## config.mk

```make
export PLATFORM = sky130hd
export DESIGN_NAME = hazard_scoreboard
export DESIGN_NICKNAME = d
export VERILOG_FILES = /design/src/rtl/hazard_scoreboard.sv
export SDC_FILE = /design/constraint.sdc
export NUM_CORES = 1
export LEC_CHECK = 0
export ABC_CLOCK_PERIOD_IN_PS = 4100
export CORE_MARGIN = 2
export CORE_UTILIZATION = 45
export DETAILED_ROUTE_END_ITERATION = 6
export GPL_ROUTABILITY_DRIVEN = 0
export HOLD_SLACK_MARGIN = 0.08
export PLACE_DENSITY = 0.81
export SYNTH_ARGS = -nofsm -noshare
export SYNTH_HDL_FRONTEND = slang
export SYNTH_SLANG_ARGS = --single-unit
```

## constraint.sdc

```tcl
create_clock -name clk_i -period 4.1 [get_ports clk_i]
set_clock_uncertainty 0.15 [all_clocks]
set_input_delay 1.23 -clock clk_i [delete_from_list [all_inputs] [get_ports clk_i]]
set_output_delay 1.23 -clock clk_i [all_outputs]
set_load 0.02 [all_outputs]
```

## src/rtl/hazard_scoreboard.sv

```systemverilog
// Load-use hazard scoreboard: in-order queue of outstanding load destinations plus stall/flush control.
// Optional performance counters are built only when HAZARD_PERF_EN is defined.
module hazard_scoreboard #(
    parameter int REG_ADDR_WIDTH = 5,
    parameter int PEND_DEPTH     = 4,
    localparam int PTR_W         = $clog2(PEND_DEPTH),
    localparam int CNT_W         = PTR_W + 1
) (
    input  logic                      clk_i,
    input  logic                      rst_i,
    input  logic [REG_ADDR_WIDTH-1:0] id_rs1_addr_i,
    input  logic [REG_ADDR_WIDTH-1:0] id_rs2_addr_i,
    input  logic                      id_rs1_used_i,
    input  logic                      id_rs2_used_i,
    input  logic [REG_ADDR_WIDTH-1:0] ex_rd_addr_i,
    input  logic                      ex_mem_read_i,
    input  logic                      ex_advance_i,
    input  logic                      mem_ack_i,
    input  logic                      branch_taken_i,
    output logic                      stall_if_o,
    output logic                      stall_id_o,
    output logic                      stall_ex_o,
    output logic                      bubble_ex_o,
    output logic                      flush_ifid_o,
    output logic [CNT_W-1:0]          pend_count_o,
    output logic                      ack_err_o,
    output logic [31:0]               stall_cycles_o,
    output logic [31:0]               flush_count_o,
    output logic [1:0]                dbg_state_o
);

    localparam logic [1:0] ST_RUN        = 2'd0;
    localparam logic [1:0] ST_LU_STALL   = 2'd1;
    localparam logic [1:0] ST_FULL_STALL = 2'd2;

    logic [PEND_DEPTH-1:0]     ent_valid;
    logic [REG_ADDR_WIDTH-1:0] ent_rd [PEND_DEPTH];
    logic [PTR_W-1:0]          head;
    logic [PTR_W-1:0]          tail;
    logic [CNT_W-1:0]          count;
    logic                      ack_err;
    logic [1:0]                state_q;
    logic [1:0]                state_d;

    logic full;
    logic pop;
    logic push;
    logic hit_pend;
    logic hit_ex;
    logic full_block;

    assign full       = (count == CNT_W'(PEND_DEPTH));
    assign pop        = mem_ack_i && (count != '0);
    // A branch lifts stall_ex_o even when full; the space term keeps such a push from overwriting a live entry.
    assign push       = ex_mem_read_i && ex_advance_i && !stall_ex_o && (!full || pop);
    assign full_block = ex_mem_read_i && full && !mem_ack_i;
    assign hit_ex     = ex_mem_read_i && (ex_rd_addr_i != '0) &&
                        ((id_rs1_used_i && (id_rs1_addr_i == ex_rd_addr_i)) ||
                         (id_rs2_used_i && (id_rs2_addr_i == ex_rd_addr_i)));

    // Uses current contents, so an entry popped this cycle still blocks its consumer.
    always_comb begin
        hit_pend = 1'b0;
        for (int i = 0; i < PEND_DEPTH; i++) begin
            if (ent_valid[i] && (ent_rd[i] != '0) &&
                ((id_rs1_used_i && (id_rs1_addr_i == ent_rd[i])) ||
                 (id_rs2_used_i && (id_rs2_addr_i == ent_rd[i])))) begin
                hit_pend = 1'b1;
            end
        end
    end

    always_comb begin
        stall_if_o   = 1'b0;
        stall_id_o   = 1'b0;
        stall_ex_o   = 1'b0;
        bubble_ex_o  = 1'b0;
        flush_ifid_o = 1'b0;
        if (rst_i) begin
            stall_if_o = 1'b0;
        end else if (branch_taken_i) begin
            flush_ifid_o = 1'b1;
            bubble_ex_o  = 1'b1;
        end else if (full_block) begin
            stall_if_o = 1'b1;
            stall_id_o = 1'b1;
            stall_ex_o = 1'b1;
        end else if (hit_ex || hit_pend) begin
            stall_if_o  = 1'b1;
            stall_id_o  = 1'b1;
            bubble_ex_o = 1'b1;
        end
    end

    // Pop is applied before push so a simultaneous push into the freed slot (full queue) wins.
    always_ff @(posedge clk_i or posedge rst_i) begin
        if (rst_i) begin
            ent_valid <= '0;
            for (int i = 0; i < PEND_DEPTH; i++) begin
                ent_rd[i] <= '0;
            end
            head  <= '0;
            tail  <= '0;
            count <= '0;
        end else begin
            if (pop) begin
                ent_valid[head] <= 1'b0;
                head            <= head + PTR_W'(1);
            end
            if (push) begin
                ent_valid[tail] <= 1'b1;
                ent_rd[tail]    <= ex_rd_addr_i;
                tail            <= tail + PTR_W'(1);
            end
            if (push && !pop) begin
                count <= count + CNT_W'(1);
            end else if (pop && !push) begin
                count <= count - CNT_W'(1);
            end
        end
    end

    always_ff @(posedge clk_i or posedge rst_i) begin
        if (rst_i) begin
            ack_err <= 1'b0;
        end else if (mem_ack_i && (count == '0)) begin
            ack_err <= 1'b1;
        end
    end

    always_comb begin
        state_d = ST_RUN;
        if (full_block) begin
            state_d = ST_FULL_STALL;
        end else if (hit_ex || hit_pend) begin
            state_d = ST_LU_STALL;
        end
    end

    always_ff @(posedge clk_i or posedge rst_i) begin
        if (rst_i) begin
            state_q <= ST_RUN;
        end else begin
            state_q <= state_d;
        end
    end

`ifdef HAZARD_PERF_EN
    logic [31:0] stall_cycles_q;
    logic [31:0] flush_count_q;

    always_ff @(posedge clk_i or posedge rst_i) begin
        if (rst_i) begin
            stall_cycles_q <= '0;
            flush_count_q  <= '0;
        end else begin
            if ((state_q != ST_RUN) && (stall_cycles_q != '1)) begin
                stall_cycles_q <= stall_cycles_q + 32'd1;
            end
            if (branch_taken_i && (flush_count_q != '1)) begin
                flush_count_q <= flush_count_q + 32'd1;
            end
        end
    end

    assign stall_cycles_o = stall_cycles_q;
    assign flush_count_o  = flush_count_q;
`else
    assign stall_cycles_o = '0;
    assign flush_count_o  = '0;
`endif

    assign pend_count_o = count;
    assign ack_err_o    = ack_err;
    assign dbg_state_o  = state_q;

endmodule

```

==> summary.md, run 1 <==
| Metric | Value |
|---|---|
| Outcome | finished clean |
| Row count | 28 |
| Final Non-Filler Cells | 406 |
| Syn Area/Cell | 9.457 µm² |
| Commonest cells in the netlist | buf_4 (65), xnor2_1 (53), dfrtp_1 (34) |
| Async SR Flop Fraction | 100.0% |
| Hold_buf cts | 0 |
| DRT iter0 DRCs | 109 |
| Final hold violation count | 0 |
| Actual slew at the worst max-slew pin | 0.4974 ns |
| Hold WC Path Type | register to register |
| Root Buffer Master | clkbuf_8 |
| RR Startpoint | pend_count_o[2] |
| Hpwl dp | 4223 µm |
| Synth Cell Area | 2676 µm² |
| Share of layout cells above drive strength 1 | 28.40% |
| Post-route minimum period | 4.050 ns |
| ANT nets after route | 0 |
| Worst R2R End | pend_count_o[2] |
| Max Clock Freq | 0.2469 GHz |
| EDFF count, synth | 0 |
| Hold Path End | ack_err_o |
| Diodes inserted | 0 |
| Worst hold path depth | 1 |
| Min-delay src | ack_err_o |
| Die area | 6580 µm² |
| Final hold slack | 0.3119 ns |
| Post-layout net count | roughly 360 |
| Pre-antenna DRT Iters | 4 |
| Vias in the first global route | 1841 |
| Power Density | 562.3 nW/µm² |
| Top cell type's share of synthesized area | 31.79% |
| Startpoint Class | primary input |
| IO Count | 98 |
| Synth cell types | 27 |
| CTS Buffer Depth | 2 |
| Register area share after synthesis | 31.79% |
| DIE HEIGHT | 81.12 µm |
| Core area | ~6000 µm² |
| Crit path kind | primary input to output pin |
| Chip width | 81.12 µm |
| YS warnings | 0 |
| Synth Register Bits | 34 |
| DRC violations left | 0 |
| Overall Global Routing Usage | around 18% |
| CP Max Fanout | 3 |
| Final Cycle Share | 98.78% |
| Static leakage | 0.001484 µW |
| Worst VDD drop | 0.3051 mV |
| Synth Instances | between 200 and 300 |
| Synth area leaders | dfrtp_1 (32%), buf_4 (18%), xnor2_1 (17%), mux2_2 (8.8%), nand2_1 (4.3%) |
| Drt total wl | 5659 µm |
| Clk pin slew, worst setup/hold paths | 0.06 ns |
| Synth area leader | dfrtp_1 |
| Skew-Pair Late Insertion Delay | 0.28 ns |
| Grt total ovfl | 0 |
| Area grow syn2layout | 19.35% |
| First-pass GRT wire length | 8811 µm |
| Final slew viol count | 0 |
| Flop2flop setup slack | 1.61 ns |
| Dpl ws | -0.9425 ns |
| CTS tree | done |
| Via count | 1956 |
| Worst reg2reg path depth | 9 |
| Util after Layout | between 50% and 60% |
| Largest net degree at the start of global routing | 35 |
| Final setup viols | 0 |
| Num CTS Buffers | 5 |
| Initial antenna violation count | 0 |
| CP arrival | ~2.7 ns |
| DP Cell Count | ~400 |
| # fillers | 519 |
| Number of port buffers | 33 |
| Crit. End Element | output pin |
| Wire per inst | 13.94 µm |
| Total Power | 1796 µW |
| Initial Util | 45.74% |
| Clk sinks | 34 |
| Top_reg_cell synth | dfrtp_1 |
| Top-count cell post-synth | buf_4 |
| Worst relative slew slack | 66.72% |
| Required @ worst endpoint | 2.72 ns |
| Via/cell ratio | 4.818 |
| Max Cap Violations | 0 |
| Final setup margin | 0.05003 ns |
| Htree depth | 2 |
==> flip-flops by register name, indices dropped and copies added, names as in the netlist <==
name	flops
ack_err_o	1
dbg_state_o	2
ent_rd	20
ent_valid	4
head	2
pend_count_o	3
tail	2
==> placed cells by master, fill, tap and decap left out, drive strengths merged <==
cell type	n
conb	64
xnor2	53
buf	40
dfrtp	34
nand2	31
mux2	21
clkdlybuf4s50	11
clkbuf	11
nand4	10
inv	9
ha	9
o22ai	5
nor2	4
o21a	4
or4	4
nor3	3
o21ai	3
xor2	2
dlygate4sd2	2
nor4b	1
a21o	1
nor2b	1
a32oi	1
a222oi	1
a21oi	1
a311oi	1
a31oi	1
fa	1
clkdlybuf4s15	1
dlymetal6s2s	1
==> layout make-up <==
| class | instances | area (µm²) | area share (%) |
|---|---|---|---|
| multi-input combinational | 222 | 1673 | 52.37 |
| sequential | 34 | 850.8 | 26.64 |
| timing repair buffer | 59 | 466.7 | 14.61 |
| tap | 75 | 93.84 | 2.938 |
| clock buffer | 7 | 76.32 | 2.389 |
| inverter | 9 | 33.78 | 1.058 |
==> through the flow <==
stage / TNS, ns / area, µm²
after global placement: -3.062 / 3013
after detailed placement: -3.128 / 3013
after global routing: -0.06686 / 3194
final: 0 / 3194
after CTS: -0.06261 / 3128
after floorplan: 0 / 2927
==> how the worst max path moves through the flow <==
stage | from | end | slack, ns | depth (start not counted)
floorplan | ex_rd_addr_i[2] | stall_if_o | 0.02 | 6
global placement | id_rs1_addr_i[1] | stall_id_o | -0.90 | 8
detailed placement | id_rs1_addr_i[1] | stall_id_o | -0.94 | 8
CTS | id_rs1_addr_i[1] | stall_id_o | -0.03 | 8
global route | id_rs2_addr_i[4] | stall_id_o | -0.03 | 9
finish | id_rs2_addr_i[4] | stall_id_o | 0.05 | 9
==> critical path: stages <==
cell and delay [ns]:
clkbuf_2 0.11, buf_6 0.13, xnor2_2 0.11, nand4_1 0.12, o22ai_2 0.18, a222oi_1 0.11, buf_4 0.17, a311oi_4 0.33
buf_6 0.17
==> layer usage <==
metal / track usage, % / vias up / routed length [µm]
met4: 9.322 / 0 / 218
li1: - / 890 / -
met2: 30.08 / 100 / 2814
met3: 4.111 / 22 / 389
met5: 0 / - / 0
met1: 21.42 / 944 / 2238
==> power by group <==
part	internal [µW]	leakage (µW)	switching, µW
combinational	469	0.00104	373
clock	117	0.0000383	110
sequential	497	0.000410	231
total	1080	0.00148	714
==> kinds of logic (layout without fill, tap and decap cells) <==
logic type | after synthesis | after routing | share of synthesized area [%]
multiplexers | 21 | 21 | 8.836
buffers and inverters | 90 | 75 | 22.21
AND/OR/NAND/NOR | 54 | 54 | 9.490
adder cells (fa/ha/maj) | 10 | 10 | 4.956
other | 1 | 64 | 0.1401
XOR/XNOR | 55 | 55 | 18.00
flip-flops | 34 | 34 | 31.79
AO/OA/AOI/OAI | 18 | 18 | 4.582
==> what timing repair did <==
action                                 CTS  global route
setup endpoints to repair                4             4
buffers inserted                         1             0
pin swaps                               13            24
resized for setup                       69            50
gates cloned                             0             0
endpoints found under the hold margin    0             0
Note: power is estimated with default switching activity, not from simulation.
==> run 2, diff against run 1 <==
--- a/config.mk
+++ b/config.mk
@@ -6,7 +6,7 @@
 export NUM_CORES = 1
 export LEC_CHECK = 0
 export ABC_CLOCK_PERIOD_IN_PS = 4100
-export CORE_MARGIN = 2
+export CORE_MARGIN = 10
 export CORE_UTILIZATION = 45
 export DETAILED_ROUTE_END_ITERATION = 6
 export GPL_ROUTABILITY_DRIVEN = 0
==> summary.md, run 2 (same netlist as run 1, synthesis figures left out) <==
| Metric | Value |
|---|---|
| Final hold violation count | 0 (unchanged) |
| Worst hold path depth | 1 (unchanged) |
| DP Cell Count | 399 (-0.50%) |
| Diodes inserted | 0 (unchanged) |
| Pre-antenna DRT Iters | 4 (unchanged) |
| Number of port buffers | 33 (unchanged) |
| Via count | 1853 (-5.3%) |
| Num CTS Buffers | 5 (unchanged) |
| Root Buffer Master | clkbuf_8 |
| Row count | 28 (unchanged) |
| Via/cell ratio | 4.553 (-5.5%) |
| Drt total wl | 6111 µm (+8.0%) |
| Largest Register | ent_rd |
| Worst R2R End | pend_count_o[2] |
| Initial antenna violation count | 0 (unchanged) |
| Static leakage | 0.001469 µW (-1.0%) |
| Combinational power share | 45.4% (-1.5 points) |
| Share of power burned in registers | 40.4% (about the same) |
| First-pass GRT wire length | 9936 µm (+13%) |
| Setup TNS | 0 ns (unchanged) |
| Worst VDD drop | 0.2963 mV (-2.9%) |
| Vias in the first global route | 2037 (+11%) |
| Core area | 5851 µm² (unchanged) |
| Skew-Pair Late Insertion Delay | 0.29 ns (about the same) |
| Outcome | finished clean |
| Post-layout net count | 364 (unchanged) |
| IO Count | 98 (unchanged) |
| Required @ worst endpoint | 2.72 ns (about the same) |
| Clk pin slew, worst setup/hold paths | 0.07 ns (about the same) |
| CP Max Fanout | 4 (+1) |
| Htree depth | 2 (unchanged) |
| Final Non-Filler Cells | 407 (+0.25%) |
| Area grow syn2layout | 16.69% |
| RR Startpoint | pend_count_o[0] |
| Hpwl dp | 5017 µm (+19%) |
| CTS Buffer Depth | 2 (unchanged) |
| Power Density | 566.8 nW/µm² (+0.79%) |
| Hold Path End | ack_err_o |
| Clk sinks | 34 (unchanged) |
| Min-delay src | ack_err_o |
| Post-route minimum period | 4.050 ns (+0.0002292 ns) |
| Most frequent cells in the layout | conb_1 (64), xnor2_1 (47), dfrtp_1 (34) |
| Switching portion of total power | 39.37% (-0.36 points) |
| Final slew viol count | 0 (unchanged) |
| Wire per inst | 15.01 µm (+7.7%) |
| Share of layout cells above drive strength 1 | 25.90% (-2.5 points) |
| DRC violations left | 0 (unchanged) |
| Crit path kind | primary input to output pin |
| Clock power share | 14.2% (+1.6 points) |
| DRT iter0 DRCs | 67 (-39%) |
| ANT nets after route | 0 (unchanged) |
| Final Cycle Share | 98.79% (about the same) |
| Flop2flop setup slack | 1.72 ns (+0.11 ns) |
| NetSw | 696.8 µW (-2.3%) |
| Die area | 9432 µm² (+43%) |
| CTS tree | done |
| Overall Global Routing Usage | 12.29% (-5.6 points) |
| Crit. End Element | output pin |
| Max FFs per register | 20 (unchanged) |
| Commonest non-fill, non-tap cell in the layout | conb_1 |
| CP arrival | 2.67 ns (about the same) |
| Worst reg2reg path depth | 10 (+1) |
| Hold WC Path Type | register to register |
| Grt total ovfl | 0 (unchanged) |
| DIE HEIGHT | 97.12 µm (+20%) |
| Chip width | 97.12 µm (+20%) |
| Max Cap Violations | 0 (unchanged) |
| Initial Util | 45.74% (unchanged) |
| Final setup viols | 0 (unchanged) |
| Max Clock Freq | 0.2469 GHz (about the same) |
| Largest net degree at the start of global routing | 35 (unchanged) |
| Int Pwr | 1073 µW (-0.87%) |
| Startpoint Class | primary input |
| Hold_buf cts | 0 (unchanged) |
-- run 2: repair_timing --
| item | in CTS | in global routing |
|---|---|---|
| setup buffers | 2 | 1 |
| endpoints found under the setup margin | 4 | 4 |
| pin swaps | 9 | 21 |
| gates cloned | 0 | 0 |
| resized for setup | 46 | 47 |
-- run 2: worst max-delay path by stage --
| stage | startpoint | endpoint | slack, ns | depth (start not counted) |
|---|---|---|---|---|
| final | id_rs1_addr_i[1] | stall_if_o | 0.05 | 8 |
| after detailed placement | id_rs2_addr_i[1] | stall_id_o | -0.84 | 8 |
| after floorplan | ex_rd_addr_i[2] | stall_if_o | 0.02 | 6 |
| after CTS | id_rs2_addr_i[3] | stall_id_o | -0.15 | 8 |
| after global routing | id_rs1_addr_i[1] | stall_id_o | -0.07 | 8 |
| after global placement | id_rs2_addr_i[4] | stall_id_o | -0.81 | 8 |
-- run 2: power by group through the flow --
stage                     logic, µW  registers, µW  clock network, µW
final                           804            715                251
after global routing            893            742                270
after CTS                       772            699                253
after detailed placement        768            703                  0
after global placement          741            688                  0
after floorplan                 617            675                  0
-- run 2: per-layer routing --
| metal | track usage [%] | up-vias | wire length [µm] |
|---|---|---|---|
| met4 | 3.405 | 0 | 88 |
| met2 | 21.81 | 78 | 3071 |
| met5 | 0 | - | 0 |
| met1 | 12.72 | 879 | 2312 |
| met3 | 5.548 | 12 | 639 |
| li1 | - | 884 | - |
-- run 2: critical path, stage by stage --
cell and delay (ns):
clkbuf_2 0.14, buf_4 0.16, xnor2_1 0.18, nand4_1 0.15
o22ai_2 0.17, a32oi_2 0.18, a311oi_4 0.29, buf_6 0.17
-- run 2: layout make-up --
type	count	area [µm²]
Fill cell	514	2728
Multi-Input combinational cell	222	1580
Sequential cell	34	850.8
Timing Repair Buffer	59	473.0
Tap cell	75	93.84
Clock buffer	7	86.33
Inverter	9	33.78
Clock inverter	1	5.005
-- run 2: metrics by stage --
step           cell area [µm²]  total power (µW)  utilization, %  worst slack [ns]  hold WS (ns)
4_1_cts                   3075              1724           52.57           -0.1512        0.3162
6_report                  3123              1770           53.38           0.04981        0.3120
2_1_floorplan             2927              1291               -           0.01978        0.2955
3_3_place_gp              2985              1429           51.03           -0.8122        0.2957
5_1_grt                   3123              1905           53.38          -0.06837        0.3419
3_5_place_dp              2985              1471           51.03           -0.8435        0.3017
==> run 3, diff against run 2 <==
--- a/config.mk
+++ b/config.mk
@@ -7,11 +7,12 @@
 export LEC_CHECK = 0
 export ABC_CLOCK_PERIOD_IN_PS = 4100
 export CORE_MARGIN = 10
-export CORE_UTILIZATION = 45
+export CORE_UTILIZATION = 64
 export DETAILED_ROUTE_END_ITERATION = 6
+export DONT_BUFFER_PORTS = 1
 export GPL_ROUTABILITY_DRIVEN = 0
 export HOLD_SLACK_MARGIN = 0.08
-export PLACE_DENSITY = 0.81
+export PLACE_DENSITY = 0.8
 export SYNTH_ARGS = -nofsm -noshare
 export SYNTH_HDL_FRONTEND = slang
 export SYNTH_SLANG_ARGS = --single-unit
==> summary.md, run 3 (same netlist as run 1, synthesis figures left out) <==
| Metric | Value |
|---|---|
| Outcome | finished clean |
| Initial Util | 66.43% (+21 points) |
| Chip width | 84.67 µm (-13%) |
| Hpwl dp | 4683 µm (-6.7%) |
| Skew-Pair Late Insertion Delay | 0.28 ns (about the same) |
| Power Density | 647.1 nW/µm² (+14%) |
| Via/cell ratio | 5.217 (+15%) |
| Clk sinks | 34 (unchanged) |
| DRT iter0 DRCs | 112 (+67%) |
| Worst VDD drop | 0.3213 mV (+8.4%) |
| Hold WC Path Type | register to register |
| Row count | 23 (-18%) |
| Htree depth | 2 (unchanged) |
| Crit. End Element | output pin |
| Final setup viols | 0 (unchanged) |
| Final hold violation count | 0 (unchanged) |
| Buf/Inv on CP | 1 (-2) |
| RR Startpoint | pend_count_o[0] |
| ANT nets after route | 0 (unchanged) |
| IO Count | 98 (unchanged) |
| Diodes inserted | 0 (unchanged) |
| Pre-antenna DRT Iters | 4 (unchanged) |
| Worst hold path depth | 2 (+1) |
| Total Power | 1662 µW (-6.1%) |
| Worst R2R End | pend_count_o[2] |
| Hold_buf cts | 0 (unchanged) |
| First-pass GRT wire length | 9273 µm (-6.7%) |
| Largest net degree at the start of global routing | 35 (unchanged) |
| Actual slew at the worst max-slew pin | 0.6043 ns |
| Num CTS Buffers | 5 (unchanged) |
| Most frequent cells in the layout | conb_1 (64), xnor2_1 (53), dfrtp_1 (34) |
| Post-CTS setup buffers | 0 (-2) |
| Number of port buffers | 0 (-100%) |
| Worst reg2reg path depth | 8 (-2) |
| CP arrival | 2.55 ns (-0.12 ns) |
| Worst relative slew slack | 59.71% |
| CTS Buffer Depth | 2 (unchanged) |
| Vias in the first global route | 1789 (-12%) |
| Slowest CP cell | or4_1 |
| Min-delay src | ent_valid[2] |
| CTS tree | done |
| CP cell instances | or4_1 -> o21a_1 -> a32oi_2 -> a311oi_2 -> buf_4 |
| Largest stage delay on the critical path | 0.54 ns (+0.25 ns) |
| RSZ-0062 raised after global routing | no |
| Flop2flop setup slack | 1.58 ns (-0.14 ns) |
| DRC violations left | 0 (unchanged) |
| Max FFs per register | 20 (unchanged) |
| Static leakage | 0.001149 µW (-22%) |
| CP Max Fanout | 7 (+3) |
| Final Cycle Share | 95.92% (-2.9 points) |
| Max Clock Freq | 0.2543 GHz (+3.0%) |
| Startpoint Class | primary input |
| Crit path kind | primary input to output pin |
| Grt total ovfl | 0 (unchanged) |
| Wire per inst | 18.13 µm (+21%) |
| Post-layout net count | 309 (-15%) |
| Hold Path End | ent_valid[2] |
| Largest Register | ent_rd |
| Max Cap Violations | 0 (unchanged) |
| Final slew viol count | 0 (unchanged) |
| Overall Global Routing Usage | 16.00% (+3.7 points) |
| CP delay by family, top | compound AO/OA/AOI/OAI gates |
| Post-route minimum period | 3.933 ns (-0.1174 ns) |
| Setup TNS | 0 ns (unchanged) |
| Share of layout cells above drive strength 1 | 12.64% (-13 points) |
| Clk pin slew, worst setup/hold paths | 0.07 ns (about the same) |
| DIE HEIGHT | 84.67 µm (-13%) |
| Root Buffer Master | clkbuf_8 |
| Area grow syn2layout | -4.021% |
| Core area | 4029 µm² (-31%) |
| Drt total wl | 5930 µm (-3.0%) |
| # fillers | 330 (-36%) |
| Initial antenna violation count | 0 (unchanged) |
| Post_cts resized | 0 (-100%) |
| Die area | 7168 µm² (-24%) |
| Commonest non-fill, non-tap cell in the layout | conb_1 |
| Via count | 1706 (-7.9%) |
| Required @ worst endpoint | 2.72 ns (about the same) |
[run 3: cell count changes in the layout (fill, tap and decap cells not counted), moves of 3 or more]
cell	before	now
o22ai_1	1	5
xnor2_1	47	53
buf_6	4	0
dlymetal6s2s_1	4	0
buf_4	27	4
buf_2	3	0
clkbuf_2	10	0
xnor2_2	6	0
clkdlybuf4s50_1	11	0
o22ai_2	4	0
[run 3: tightest hold or removal path, cell delays in order (launching register included)]
cell     delay [ns]
dfrtp_1        0.35
nand2_1        0.06
nand2_1        0.05
[run 3: report_power, final]
group	internal [µW]	leakage [µW]	switching (µW)
registers	496	0.000410	244
logic	344	0.000681	290
clock network	170	0.0000575	118
total	1010	0.00115	652
[run 3: per-stage QoR]
stage	utilization [%]	area [µm²]	hold slack (ns)	instances	setup WS, ns
after detailed placement	61.02	2459	0.3244	319	0.1782
after global routing	63.76	2569	0.3762	327	0.1408
after global placement	61.02	2459	0.3230	319	0.1746
final	63.76	2569	0.3436	327	0.1672
after CTS	63.76	2569	0.3433	327	0.1723
after floorplan	-	2927	0.2955	346	0.01978
[run 3: worst max path at each step]
| stage | start | endpoint | slack (ns) | cells after the start |
|---|---|---|---|---|
| finish | ex_rd_addr_i[2] | stall_if_o | 0.17 | 5 |
| global route | ex_rd_addr_i[2] | stall_if_o | 0.14 | 5 |
| CTS | ex_rd_addr_i[2] | stall_if_o | 0.17 | 5 |
| detailed placement | ex_rd_addr_i[2] | stall_if_o | 0.18 | 5 |
| global placement | ex_rd_addr_i[2] | stall_if_o | 0.17 | 5 |
| floorplan | ex_rd_addr_i[2] | stall_if_o | 0.02 | 6 |
[run 3: area by class of cell]
cell class | instances | area (µm²) | share of cell area, %
Clock buffer | 8 | 110.1 | 4.286
Timing Repair Buffer | 4 | 30.03 | 1.169
Inverter | 9 | 33.78 | 1.315
Tap cell | 50 | 62.56 | 2.435
Sequential cell | 34 | 850.8 | 33.12
Multi-Input combinational cell | 222 | 1481 | 57.67
[run 3: per-layer routing]
metal | GRT usage, % | part of all wire (%)
met4 | 7.036 | 1.8
met5 | 0 | 0
met3 | 8.792 | 15
met2 | 26.22 | 49
met1 | 16.48 | 35
